File: src/rtl/simmem_pkg.sv
// Purpose: shared defaults and pointer/address types for the simmem response bank.
// Latency: n/a (types and constants only).
// Backpressure: n/a.
package simmem_pkg;

   localparam int DefNumIds     = 4;
   localparam int DefDepthPerId = 8;
   localparam int DefDataWidth  = 16;

   // Per-ID queue pointer: slot index plus one wrap bit above it.
   typedef logic [$clog2(DefDepthPerId):0]             resp_bank_ptr_t;
   // Flat storage address {id, slot}.
   typedef logic [$clog2(DefNumIds*DefDepthPerId)-1:0] resp_bank_addr_t;

endpackage

File: src/rtl/simmem_rr_arbiter.sv
// Purpose: round-robin arbiter picking one requester, priority starts after the last advanced grant.
// Latency: combinational grant; priority pointer and lock update on the clock edge.
// Backpressure: a grant not advanced is locked and re-presented until advance_i.
//
// Ports: clk_i/rst_ni (sync active-low), req_i request vector, gnt_o one-hot grant,
//        advance_i consumes the current grant.
module simmem_rr_arbiter #(
   parameter int NumReq = 4,
   localparam int IdxW  = $clog2(NumReq)
) (
   input  logic              clk_i,
   input  logic              rst_ni,
   input  logic [NumReq-1:0] req_i,
   output logic [NumReq-1:0] gnt_o,
   input  logic              advance_i
);

   logic [IdxW-1:0] prio_q, prio_d;
   logic [IdxW-1:0] lock_idx_q, lock_idx_d;
   logic            locked_q, locked_d;
   logic [IdxW-1:0] sel_idx;
   logic [IdxW-1:0] cand;
   logic            sel_found;

   always_comb begin
      sel_found = 1'b0;
      sel_idx   = '0;
      cand      = '0;
      // NumReq is a power of two, so the index sum wraps naturally.
      for (int i = 0; i < NumReq; i++) begin
         cand = prio_q + IdxW'(i);
         if (!sel_found && req_i[cand]) begin
            sel_found = 1'b1;
            sel_idx   = cand;
         end
      end
      // A stalled grant must not move even if a higher-priority requester appears.
      if (locked_q) begin
         sel_found = 1'b1;
         sel_idx   = lock_idx_q;
      end

      gnt_o = '0;
      if (sel_found) gnt_o[sel_idx] = 1'b1;

      prio_d     = prio_q;
      locked_d   = 1'b0;
      lock_idx_d = lock_idx_q;
      if (sel_found && advance_i) begin
         prio_d = sel_idx + IdxW'(1);
      end else if (sel_found) begin
         locked_d   = 1'b1;
         lock_idx_d = sel_idx;
      end
   end

   always_ff @(posedge clk_i) begin
      if (!rst_ni) begin
         prio_q     <= '0;
         locked_q   <= 1'b0;
         lock_idx_q <= '0;
      end else begin
         prio_q     <= prio_d;
         locked_q   <= locked_d;
         lock_idx_q <= lock_idx_d;
      end
   end

endmodule

File: src/rtl/simmem_multi_id_resp_bank.sv
// Purpose: per-ID circular response queues: reserve slot, fill in order, release, emit round-robin.
// Latency: same-cycle output from eligibility; +1 cycle with SIMMEM_RESP_BANK_OUT_REG_EN (registered, skid).
// Backpressure: out_ready_i low holds out_id_o/out_data_o; full ID queue drops only that ID's res_req_ready_o.
//
// Ports: clk_i/rst_ni (sync active-low); res_req_* reserve a slot, res_addr_o = {id, slot} reserved;
//        in_* fill the oldest reserved slot of in_id_i; release_en_i per-ID release pulse,
//        released_addr_mhot_o flags released slots; out_* emit handshake.
// Configuration macro: SIMMEM_RESP_BANK_OUT_REG_EN selects the registered output stage.
module simmem_multi_id_resp_bank
   import simmem_pkg::*;
#(
   parameter int NumIds     = DefNumIds,
   parameter int DepthPerId = DefDepthPerId,
   parameter int DataWidth  = DefDataWidth,
   localparam int IdWidth   = $clog2(NumIds),
   localparam int PtrWidth  = $clog2(DepthPerId) + 1,
   localparam int AddrWidth = $clog2(NumIds*DepthPerId)
) (
   input  logic                         clk_i,
   input  logic                         rst_ni,
   input  logic [IdWidth-1:0]           res_req_id_i,
   input  logic                         res_req_valid_i,
   output logic                         res_req_ready_o,
   output logic [AddrWidth-1:0]         res_addr_o,
   input  logic [IdWidth-1:0]           in_id_i,
   input  logic [DataWidth-1:0]         in_data_i,
   input  logic                         in_data_valid_i,
   output logic                         in_data_ready_o,
   input  logic [NumIds-1:0]            release_en_i,
   output logic [NumIds*DepthPerId-1:0] released_addr_mhot_o,
   output logic [IdWidth-1:0]           out_id_o,
   output logic [DataWidth-1:0]         out_data_o,
   output logic                         out_valid_o,
   input  logic                         out_ready_i
);

   localparam int SlotWidth = PtrWidth - 1;
   localparam int NumSlots  = NumIds * DepthPerId;
   localparam logic [PtrWidth-1:0] PtrFull = PtrWidth'(DepthPerId);
   localparam logic [PtrWidth-1:0] PtrOne  = PtrWidth'(1);

   logic [PtrWidth-1:0]  res_q [NumIds];
   logic [PtrWidth-1:0]  res_d [NumIds];
   logic [PtrWidth-1:0]  fill_q[NumIds];
   logic [PtrWidth-1:0]  fill_d[NumIds];
   logic [PtrWidth-1:0]  rel_q [NumIds];
   logic [PtrWidth-1:0]  rel_d [NumIds];
   logic [PtrWidth-1:0]  out_q [NumIds];
   logic [PtrWidth-1:0]  out_d [NumIds];
   logic [DataWidth-1:0] mem_q [NumSlots];

   logic                 res_fire;
   logic                 fill_fire;
   logic                 pop_vld;   // head of gnt_id leaves the bank this cycle
   logic [NumIds-1:0]    rel_fire;
   logic [NumIds-1:0]    elig;
   logic [NumIds-1:0]    gnt;
   logic [IdWidth-1:0]   gnt_id;
   logic [DataWidth-1:0] head_dat;

   // Occupancy counts every slot not yet emitted, so released/filled heads still block reuse.
   assign res_req_ready_o = (res_q[res_req_id_i] - out_q[res_req_id_i]) != PtrFull;
   assign res_addr_o      = {res_req_id_i, res_q[res_req_id_i][SlotWidth-1:0]};
   // Registered res_q: a same-cycle reservation cannot be filled until the next cycle.
   assign in_data_ready_o = fill_q[in_id_i] != res_q[in_id_i];
   assign res_fire        = res_req_valid_i && res_req_ready_o;
   assign fill_fire       = in_data_valid_i && in_data_ready_o;

   always_comb begin
      released_addr_mhot_o = '0;
      rel_fire             = '0;
      elig                 = '0;
      for (int i = 0; i < NumIds; i++) begin
         rel_fire[i] = release_en_i[i] && (rel_q[i] != res_q[i]);
         if (rel_fire[i]) begin
            released_addr_mhot_o[{IdWidth'(i), rel_q[i][SlotWidth-1:0]}] = 1'b1;
         end
         // Head must be both released and filled before it can be emitted.
         elig[i] = (out_q[i] != rel_q[i]) && (out_q[i] != fill_q[i]);
      end
   end

   simmem_rr_arbiter #(
      .NumReq (NumIds)
   ) u_arb (
      .clk_i     (clk_i),
      .rst_ni    (rst_ni),
      .req_i     (elig),
      .gnt_o     (gnt),
      .advance_i (pop_vld)
   );

   always_comb begin
      gnt_id = '0;
      for (int i = 0; i < NumIds; i++) begin
         if (gnt[i]) gnt_id = IdWidth'(i);
      end
   end

   assign head_dat = mem_q[{gnt_id, out_q[gnt_id][SlotWidth-1:0]}];

   always_comb begin
      for (int i = 0; i < NumIds; i++) begin
         res_d[i]  = res_q[i];
         fill_d[i] = fill_q[i];
         rel_d[i]  = rel_q[i];
         out_d[i]  = out_q[i];
         if (res_fire && (res_req_id_i == IdWidth'(i))) res_d[i]  = res_q[i] + PtrOne;
         if (fill_fire && (in_id_i == IdWidth'(i)))     fill_d[i] = fill_q[i] + PtrOne;
         if (rel_fire[i])                               rel_d[i]  = rel_q[i] + PtrOne;
         if (pop_vld && (gnt_id == IdWidth'(i)))        out_d[i]  = out_q[i] + PtrOne;
      end
   end

   always_ff @(posedge clk_i) begin
      if (!rst_ni) begin
         for (int i = 0; i < NumIds; i++) begin
            res_q[i]  <= '0;
            fill_q[i] <= '0;
            rel_q[i]  <= '0;
            out_q[i]  <= '0;
         end
      end else begin
         res_q  <= res_d;
         fill_q <= fill_d;
         rel_q  <= rel_d;
         out_q  <= out_d;
      end
   end

   // Response storage is not reset; only filled slots are ever read.
   always_ff @(posedge clk_i) begin
      if (fill_fire) mem_q[{in_id_i, fill_q[in_id_i][SlotWidth-1:0]}] <= in_data_i;
   end

`ifdef SIMMEM_RESP_BANK_OUT_REG_EN
   logic                 ov_q, ov_d, sv_q, sv_d;
   logic [IdWidth-1:0]   oid_q, oid_d, sid_q, sid_d;
   logic [DataWidth-1:0] odat_q, odat_d, sdat_q, sdat_d;

   // Upstream ready depends only on the skid flop, keeping out_ready_i off the bank's paths.
   assign pop_vld = (|elig) && !sv_q;

   always_comb begin
      ov_d   = ov_q;
      oid_d  = oid_q;
      odat_d = odat_q;
      sv_d   = sv_q;
      sid_d  = sid_q;
      sdat_d = sdat_q;
      if (!ov_q || out_ready_i) begin
         if (sv_q) begin
            ov_d   = 1'b1;
            oid_d  = sid_q;
            odat_d = sdat_q;
            sv_d   = 1'b0;
         end else begin
            ov_d   = pop_vld;
            oid_d  = pop_vld ? gnt_id : '0;
            odat_d = pop_vld ? head_dat : '0;
         end
      end else if (pop_vld) begin
         sv_d   = 1'b1;
         sid_d  = gnt_id;
         sdat_d = head_dat;
      end
   end

   always_ff @(posedge clk_i) begin
      if (!rst_ni) begin
         ov_q   <= 1'b0;
         oid_q  <= '0;
         odat_q <= '0;
         sv_q   <= 1'b0;
         sid_q  <= '0;
         sdat_q <= '0;
      end else begin
         ov_q   <= ov_d;
         oid_q  <= oid_d;
         odat_q <= odat_d;
         sv_q   <= sv_d;
         sid_q  <= sid_d;
         sdat_q <= sdat_d;
      end
   end

   assign out_valid_o = ov_q;
   assign out_id_o    = oid_q;
   assign out_data_o  = odat_q;
`else
   assign out_valid_o = |elig;
   assign out_id_o    = gnt_id;
   assign out_data_o  = out_valid_o ? head_dat : '0;
   assign pop_vld     = out_valid_o && out_ready_i;
`endif

endmodule
File: config.mk
export PLATFORM = sky130hd
export DESIGN_NAME = simmem_multi_id_resp_bank
export DESIGN_NICKNAME = d
export VERILOG_FILES = /design/src/rtl/simmem_pkg.sv /design/src/rtl/simmem_rr_arbiter.sv /design/src/rtl/simmem_multi_id_resp_bank.sv
export SDC_FILE = /design/constraint.sdc
export NUM_CORES = 1
export LEC_CHECK = 0
export ABC_CLOCK_PERIOD_IN_PS = 5280
export CAP_MARGIN = 20
export CORE_MARGIN = 8
export CORE_UTILIZATION = 61
export DETAILED_ROUTE_END_ITERATION = 10
export DONT_BUFFER_PORTS = 1
export PLACE_DENSITY = 0.83
export SYNTH_ARGS = -nofsm -noshare
export SYNTH_HDL_FRONTEND = slang
export SYNTH_HIERARCHICAL = 1
export SYNTH_SLANG_ARGS = --single-unit
File: constraint.sdc
create_clock -name clk_i -period 5.28 [get_ports clk_i]
set_input_delay 0.264 -clock clk_i [delete_from_list [all_inputs] [get_ports clk_i]]
set_output_delay 0.264 -clock clk_i [all_outputs]
set_load 0.1 [all_outputs]
Yosys cells after proc, flatten, opt, wreduce, memory -nomap -nowiden
Memories as Yosys holds them, arrays and structs flattened.
Cells that the tools add are included.
{"block": "op_classes", "addsub": 21, "n_reduce_logical": 41, "n_bitwise": 8, "mux": 55, "eq_ne": 23, "n_lt_le_gt_ge": 17}
{"cell": "4-bit by 1-bit adder with 4-bit output (second input constant)", "n": 16}
{"cell": "32-bit 2-to-1 mux", "n": 2}
{"cell": "4-bit != test", "n": 13}
{"cell": "4-bit binary-select mux with 2-bit select", "n": 5}
{"cell": "4-bit 2-to-1 mux", "n": 9}
{"cell": "1-bit logical AND", "n": 32}
{"cell": "16-bit 2-to-1 mux", "n": 2}
{"cell": "32-bit by 24-bit OR with 32-bit output", "n": 1}
{"cell": "32-bit OR", "n": 1}
{"cell": "1-bit 2-to-1 mux", "n": 18}
{"cell": "8-bit by 16-bit OR with 16-bit output", "n": 1}
{"cell": "2-bit by 3-bit < comparator with 1-bit output (second input constant)", "n": 5}
{"cell": "2-bit 2-to-1 mux", "n": 7}
{"cell": "1-bit demux with 3-bit select", "n": 4}
{"cell": "2-bit equality test (second input constant)", "n": 6}
{"cell": "5-bit by 6-bit < comparator with 1-bit output (second input constant)", "n": 2}
{"cell": "5-bit by 1-bit >= comparator with 1-bit output (second input constant)", "n": 2}
{"cell": "3-bit >= comparator (second input constant)", "n": 3}
{"cell": "2-bit NOT with 3-bit output", "n": 3}
{"cell": "1-bit binary-select mux with 2-bit select", "n": 4}
{"cell": "8-bit 2-to-1 mux", "n": 1}
{"cell": "2-bit by 1-bit equality test with 1-bit output (second input constant)", "n": 3}
{"cell": "2-bit zero test", "n": 3}
{"cell": "3-bit by 6-bit < comparator with 1-bit output (second input constant)", "n": 1}
{"cell": "other kinds (15)", "n": 21}
{"block": "word_totals", "mem_count": 1, "output_inout_bits": 58, "ff_bits": 69, "wordCells": 185, "in_bits": 29, "ramBits": 512}
{"memory": "mem_q", "words": 32, "word_bits": 16, "rd": 1, "rd_clocked_by_memory_dff": 0, "wr": 1, "line_no": "simmem_multi_id_resp_bank.sv:50", "rtl": "logic [DataWidth-1:0] mem_q [NumSlots];"}

Longest topological paths before layout
An unclocked memory read counts as a cell.
{"block": "logic_depth", "word_depth": 29, "ltp_mapped": 21, "ltp_nobuf": 17}

Hierarchy
Netlist, hierarchy kept.
{"module": "simmem_multi_id_resp_bank", "area_per_inst_um2": 25849.8, "cells_per_inst": 1948, "seq_area_each_um2": 16656.0, "instances": 1}
{"module": "simmem_rr_arbiter", "area_per_inst_um2": 409.1, "cells_per_inst": 47, "seq_area_each_um2": 100.1, "instances": 1}

Least setup slack after synthesis
Ideal clock, no wire load.
{"block": "synth_timing", "path_kind": "reg-to-output", "start": "register rel_q[9] in the netlist's numbering", "end": "output port out_data_o[10]", "stages_incl_launch_ff": 21, "path_buffers": 4, "slack_ns": -1.530, "t_required_ns": 5.016, "arrival_time_ns": 6.546, "cell_sequence": "dfxtp_1 buf_2 xor2_1 nor4_1 a41oi_2 a21boi_1 o32ai_2 nor3_2 a21o_1 ha_1 nor2b_1 buf_6 mux2_4 o211a_4 a21o_1 buf_2 buf_4 mux2i_1 a22oi_1 nand3_1 nor4_1"}
{"block": "synth_between", "elab_chain_len": 29, "elab_cells_between_ends": 42, "classes_between": "order compare: 2; eq/ne: 1; mux: 28; bitwise: 1; reduce/logical: 9; memory: 1"}
{"item": "from (decl)", "line_no": "simmem_multi_id_resp_bank.sv:46", "rtl": "logic [PtrWidth-1:0] rel_q [NumIds];"}
{"item": "from (signal assigned)", "line_no": "simmem_multi_id_resp_bank.sv:126", "rtl": "rel_q <= rel_d;"}
{"item": "4-bit != test (*)", "line_no": "simmem_multi_id_resp_bank.sv:79", "rtl": "elig[i] = (out_q[i] != rel_q[i]) && (out_q[i] != fill_q[i]);"}
{"item": "1-bit logical AND (*)", "line_no": "simmem_multi_id_resp_bank.sv:79"}
{"item": "via elig[1]", "line_no": "simmem_multi_id_resp_bank.sv:56", "rtl": "logic [NumIds-1:0] elig;"}
{"item": "1-bit binary-select mux with 2-bit select", "line_no": "simmem_rr_arbiter.sv:32", "rtl": "if (!sel_found && req_i[cand]) begin"}
{"item": "1-bit 2-to-1 mux (not written as such)", "line_no": "simmem_rr_arbiter.sv:32"}
{"item": "1-bit 2-to-1 mux", "line_no": "simmem_rr_arbiter.sv:32"}
{"item": "1-bit zero test", "line_no": "simmem_rr_arbiter.sv:32"}
{"item": "1-bit logical AND", "line_no": "simmem_rr_arbiter.sv:32"}
{"item": "[8 not listed]"}
{"item": "via u_arb.sel_idx[0]", "line_no": "simmem_rr_arbiter.sv:21", "rtl": "logic [IdxW-1:0] sel_idx;"}
{"item": "[5 not listed]"}
{"item": "via gnt[1]", "line_no": "simmem_multi_id_resp_bank.sv:57", "rtl": "logic [NumIds-1:0] gnt;"}
{"item": "1-bit 2-to-1 mux (*)", "line_no": "simmem_multi_id_resp_bank.sv:96", "rtl": "if (gnt[i]) gnt_id = IdWidth'(i);"}
{"item": "2-bit 2-to-1 mux (*) (2 in a row)", "line_no": "simmem_multi_id_resp_bank.sv:96"}
{"item": "2-bit NOT with 3-bit output (not written as such)", "line_no": "simmem_multi_id_resp_bank.sv:100", "rtl": "assign head_dat = mem_q[{gnt_id, out_q[gnt_id][SlotWidth-1:0]}];"}
{"item": "4-bit binary-select mux with 2-bit select", "line_no": "simmem_multi_id_resp_bank.sv:100"}
{"item": "3-bit 2-to-1 mux (not written as such) (2 in a row)", "line_no": "simmem_multi_id_resp_bank.sv:100"}
{"item": "memory read 32 x 16 bit (*)"}
{"item": "16-bit 2-to-1 mux (*)", "line_no": "simmem_multi_id_resp_bank.sv:193", "rtl": "assign out_data_o = out_valid_o ? head_dat : '0;"}
{"item": "to (decl)", "line_no": "simmem_multi_id_resp_bank.sv:32", "rtl": "output logic [DataWidth-1:0] out_data_o,"}
The timed path passes the listed nets; every way through them passes the cells marked *. The select of a mux whose other input is x is not followed.

Final worst setup path
{"block": "layout_timing", "start": "register out_q[9] in the netlist's numbering", "end": "output port out_data_o[6]"}
{"block": "layout_between", "elab_cells_between_ends": 43, "classes_between": "order compare: 2; eq/ne: 2; mux: 28; bitwise: 1; reduce/logical: 9; memory: 1"}
{"item": "from (decl)", "line_no": "simmem_multi_id_resp_bank.sv:48", "rtl": "logic [PtrWidth-1:0] out_q [NumIds];"}
{"item": "from (signal assigned)", "line_no": "simmem_multi_id_resp_bank.sv:127", "rtl": "out_q <= out_d;"}
{"item": "4-bit != test", "line_no": "simmem_multi_id_resp_bank.sv:79"}
{"item": "1-bit logical AND (*)", "line_no": "simmem_multi_id_resp_bank.sv:79"}
{"item": "via elig[1]", "line_no": "simmem_multi_id_resp_bank.sv:56"}
{"item": "1-bit binary-select mux with 2-bit select", "line_no": "simmem_rr_arbiter.sv:32"}
{"item": "1-bit 2-to-1 mux (not written as such)", "line_no": "simmem_rr_arbiter.sv:32"}
{"item": "1-bit 2-to-1 mux", "line_no": "simmem_rr_arbiter.sv:32"}
{"item": "1-bit zero test", "line_no": "simmem_rr_arbiter.sv:32"}
{"item": "1-bit logical AND", "line_no": "simmem_rr_arbiter.sv:32"}
{"item": "[12 not listed]"}
{"item": "4-bit 2-to-1 mux (*)", "line_no": "simmem_rr_arbiter.sv:44", "rtl": "if (sel_found) gnt_o[sel_idx] = 1'b1;"}
{"item": "via gnt[2]", "line_no": "simmem_multi_id_resp_bank.sv:57"}
{"item": "2-bit 2-to-1 mux (*) (2 in a row)", "line_no": "simmem_multi_id_resp_bank.sv:96"}
{"item": "2-bit NOT with 3-bit output (not written as such)", "line_no": "simmem_multi_id_resp_bank.sv:100"}
{"item": "4-bit binary-select mux with 2-bit select", "line_no": "simmem_multi_id_resp_bank.sv:100"}
{"item": "3-bit 2-to-1 mux (not written as such) (2 in a row)", "line_no": "simmem_multi_id_resp_bank.sv:100"}
{"item": "memory read 32 x 16 bit (*)"}
{"item": "16-bit 2-to-1 mux (*)", "line_no": "simmem_multi_id_resp_bank.sv:193"}
Marked as above.

==> summary.log <==
[worst_setup_path] Arrival @ worst endpoint 5.40 ns
[clocking] number of buffers added by the clock tree synthesis step 57
[worst_setup_path] Worst Path Max Fanout 8
[pwr] static leakage 10.7 nW
[layout] # diodes 0
[global_routing] pin count of the biggest net entering global routing 61
[detailed_routing] Detailed Route Iter0 Violations 2430
[layout] final core occ 73.9%
[detailed_routing] Final ANT Viol Nets 0
[worst_hold_path] Min-Delay Path Class in2reg
[pwr] Peak supply drop 0.407 mV
[worst_setup_path] Critical R2R Launch rel_q[8]$_SDFFE_PN0P_
[clocking] clock tree from TritonCTS done
[timing] final max-slew violation count 0
[layout] Layout Cells excl Fill 2742
[global_routing] initial antenna violation count 1
[floorplan] cell row count 76
[outcome] violations in the final reports negative setup slack
[worst_setup_path] library cell contributing the largest single delay on the critical path sky130_fd_sc_hd__nor4_4
[timing] RSZ-0062 raised after global routing yes
[synthesis] Syn. warnings 6
[worst_setup_path] class of the most critical setup path reg2out
[place] routability congestion estimate from global placement 0.944
[worst_setup_path] setup slack of the worst register-to-register path 0.65 ns
[worst_setup_path] required arrival time at the worst endpoint 5.02 ns
[timing] maximum frequency from static timing analysis 0.177 GHz
[detailed_routing] detailed-route wire length 77.5 mm
[clocking] maximum buffer depth of the clock tree 3
[floorplan] area inside the core boundary 0.0428 sq mm
[outcome] status finished, violations left
[detailed_routing] number of iterations in the first detailed-routing pass 8
[timing] actual transition at the worst max-transition pin 1.22 ns
[worst_setup_path] cell repeated most along the worst path sky130_fd_sc_hd__buf_4
[detailed_routing] DRC violation count after routing 0
[timing] crit path time final 5.66 ns
[clocking] Reg clk slew, reported paths 0.06 ns
[detailed_routing] drt wl/cell 28.3 um
[clocking] maximum level of the CTS H-tree 2
[pwr] overall power 0.00959 W
[global_routing] GRT Util Overall 28.4%
[timing] Hold Violations, Final 0
[floorplan] die height 223 um
[detailed_routing] Vias 18700
[timing] total of endpoints with negative setup slack in the final report 16
[place] HPWL Detailed 43.2 mm
[run] max_cap viols 0
[global_routing] Congestion Overflow GR 0
[floorplan] number of primary I/O pins 87
[timing] minimum setup slack in the final design -0.379 ns
[synthesis] cell area after technology mapping 0.0262 sq mm
[clocking] Skew-Pair Late Insertion Delay 0.64 ns
[layout] fraction of final layout cells with drive strength greater than 1 22.3%
[synthesis] Post-Synthesis Cells 1993
[worst_setup_path] Worst setup startpoint out_q[9]$_SDFFE_PN0P_
[worst_setup_path] capture point of the critical path out_data_o[6]
[worst_setup_path] cell breakdown of the critical path xor2_2, nor4_4, a41oi_4, buf_6, o32ai_4, nor3_2, buf_4, a21oi_1, ha_1, nor2b_4, buf_6, nor2b_4, buf_4, nand2_1, o211ai_1, nor2_2, buf_4, a32oi_1, a31oi_1, nor4_4, buf_12
[synthesis] Avg Inst Size Synth 13.2 sq um
[floorplan] die area 0.0499 sq mm
[timing] crit share post-route 107%
[global_routing] first-pass GRT wire length 108 mm
[floorplan] overall die width 223 um
[floorplan] initial core utilization 61.3%
[timing] relative slew slack 18.6%
[worst_setup_path] FF-to-FF End out_q[11]$_SDFFE_PN0P_
[worst_setup_path] nature of the critical path startpoint flop
[layout] Syn-to-layout area delta 20.5%
[layout] number of nets at the end of the flow 2198
[timing] worst clock skew 0.0359 ns
[place] Placed Instances 2527
[pwr] power density cells 303 mW/mm^2
[detailed_routing] vias per cell 6.81
[clocking] Sink Count 581
[synthesis] net count after synthesis 2044
[worst_setup_path] Critical Path End Type output pin
[global_routing] vias in the first global route 18100
[clocking] Root Buffer Master sky130_fd_sc_hd__clkbuf_16
[worst_setup_path] logic depth of the worst register-to-register path 16
[place] number of buffers added on ports 0
[worst_setup_path] delay of the slowest cell on the worst path 0.44 ns
worst min path at each step:
stage                       start                       to  slack (ns)  cells past startpoint
floorplan            in_data_i[0]    mem_q[0][0]$_DFFE_PP_        0.36                      0
global placement     in_data_i[3]   mem_q[11][3]$_DFFE_PP_        0.37                      0
detailed placement  in_data_i[12]  mem_q[11][12]$_DFFE_PP_        0.37                      0
CTS                        rst_ni    rel_q[4]$_SDFFE_PN0P_        0.03                      2
global route               rst_ni    rel_q[9]$_SDFFE_PN0P_        0.06                      2
finish                     rst_ni    rel_q[9]$_SDFFE_PN0P_        0.03                      2
critical path: cells and delay by family (launching register included):
family,cells,cell delay [ns]
and+or+nand+nor,7,1.51
buffers and inverters,6,1.11
xor gates and xnor gates,1,0.21
AOI/OAI and AO/OA,6,1.37
adders and majority gates,1,0.18
DFF,1,0.36
cell type report:
cell class                      count  area [sq um]
Clock buffer                       68          1490
Clock inverter                     40           428
Fill cell                        2431         11200
Inverter                           24          93.8
Multi-Input combinational cell   1258          9530
Sequential cell                   581         16800
Tap cell                          546           683
Timing Repair Buffer              225          2610
timing repair:
item | CTS | global route
hold buffers | 47 | 0
pin swaps | 24 | 35
endpoints found under the hold margin | 553 | 0
buffers inserted | 28 | 26
endpoints found under the setup margin | 16 | 16
cloned | 2 | 5
resized for setup | 54 | 82
cell usage in the layout (no fill, tap or decap), types with 21 or more instances in the layout:
cell type / count
sky130_fd_sc_hd__edfxtp_1: 512
sky130_fd_sc_hd__nand2_1: 240
sky130_fd_sc_hd__mux2i_1: 184
sky130_fd_sc_hd__buf_4: 123
sky130_fd_sc_hd__nand3_1: 120
sky130_fd_sc_hd__nor2_1: 90
sky130_fd_sc_hd__clkbuf_16: 71
sky130_fd_sc_hd__o21ai_0: 66
sky130_fd_sc_hd__dfxtp_1: 49
sky130_fd_sc_hd__a21oi_1: 39
sky130_fd_sc_hd__xnor2_1: 38
sky130_fd_sc_hd__xor2_1: 37
sky130_fd_sc_hd__buf_12: 36
sky130_fd_sc_hd__dlygate4sd3_1: 33
sky130_fd_sc_hd__nor2_2: 30
sky130_fd_sc_hd__mux2_2: 25
sky130_fd_sc_hd__a31oi_1: 25
sky130_fd_sc_hd__ha_1: 21
power by group:
part           switching, W  total, W  internal (W)  leakage (nW)
sequential        0.0000151   0.00501       0.00500          5.17
combinational      0.000220  0.000333      0.000113          4.58
clock               0.00184   0.00425       0.00241         0.930
total               0.00207   0.00959       0.00752          10.7
flip-flops by register name, indices dropped and copies added (netlist names):
signal,flops
mem_q,512
fill_q,16
out_q,16
rel_q,16
res_q,16
u_arb/lock_idx_q,2
u_arb/prio_q,2
u_arb/locked_q,1
per-stage QoR:
step	instance area, sq um	hold WS, ns	setup WS, ns	TNS [ns]
after global placement	27900	0.365	0.408	0
after CTS	30900	0.0262	-0.00902	-0.0122
final	31600	0.0320	-0.379	-4.71
after detailed placement	27900	0.366	0.201	0
after floorplan	26500	0.363	0.143	0
after global routing	31600	0.0586	-0.469	-5.64
layer usage:
metal  GRT usage [%]  up-vias  part of all wire [%]
li1                -     7809                     -
met1            34.7     9070                    33
met2            47.1     1446                    48
met3            6.85      344                    12
met4            13.9        2                   6.6
met5               0        -                 0.028
(Power assumes the default switching activity.)
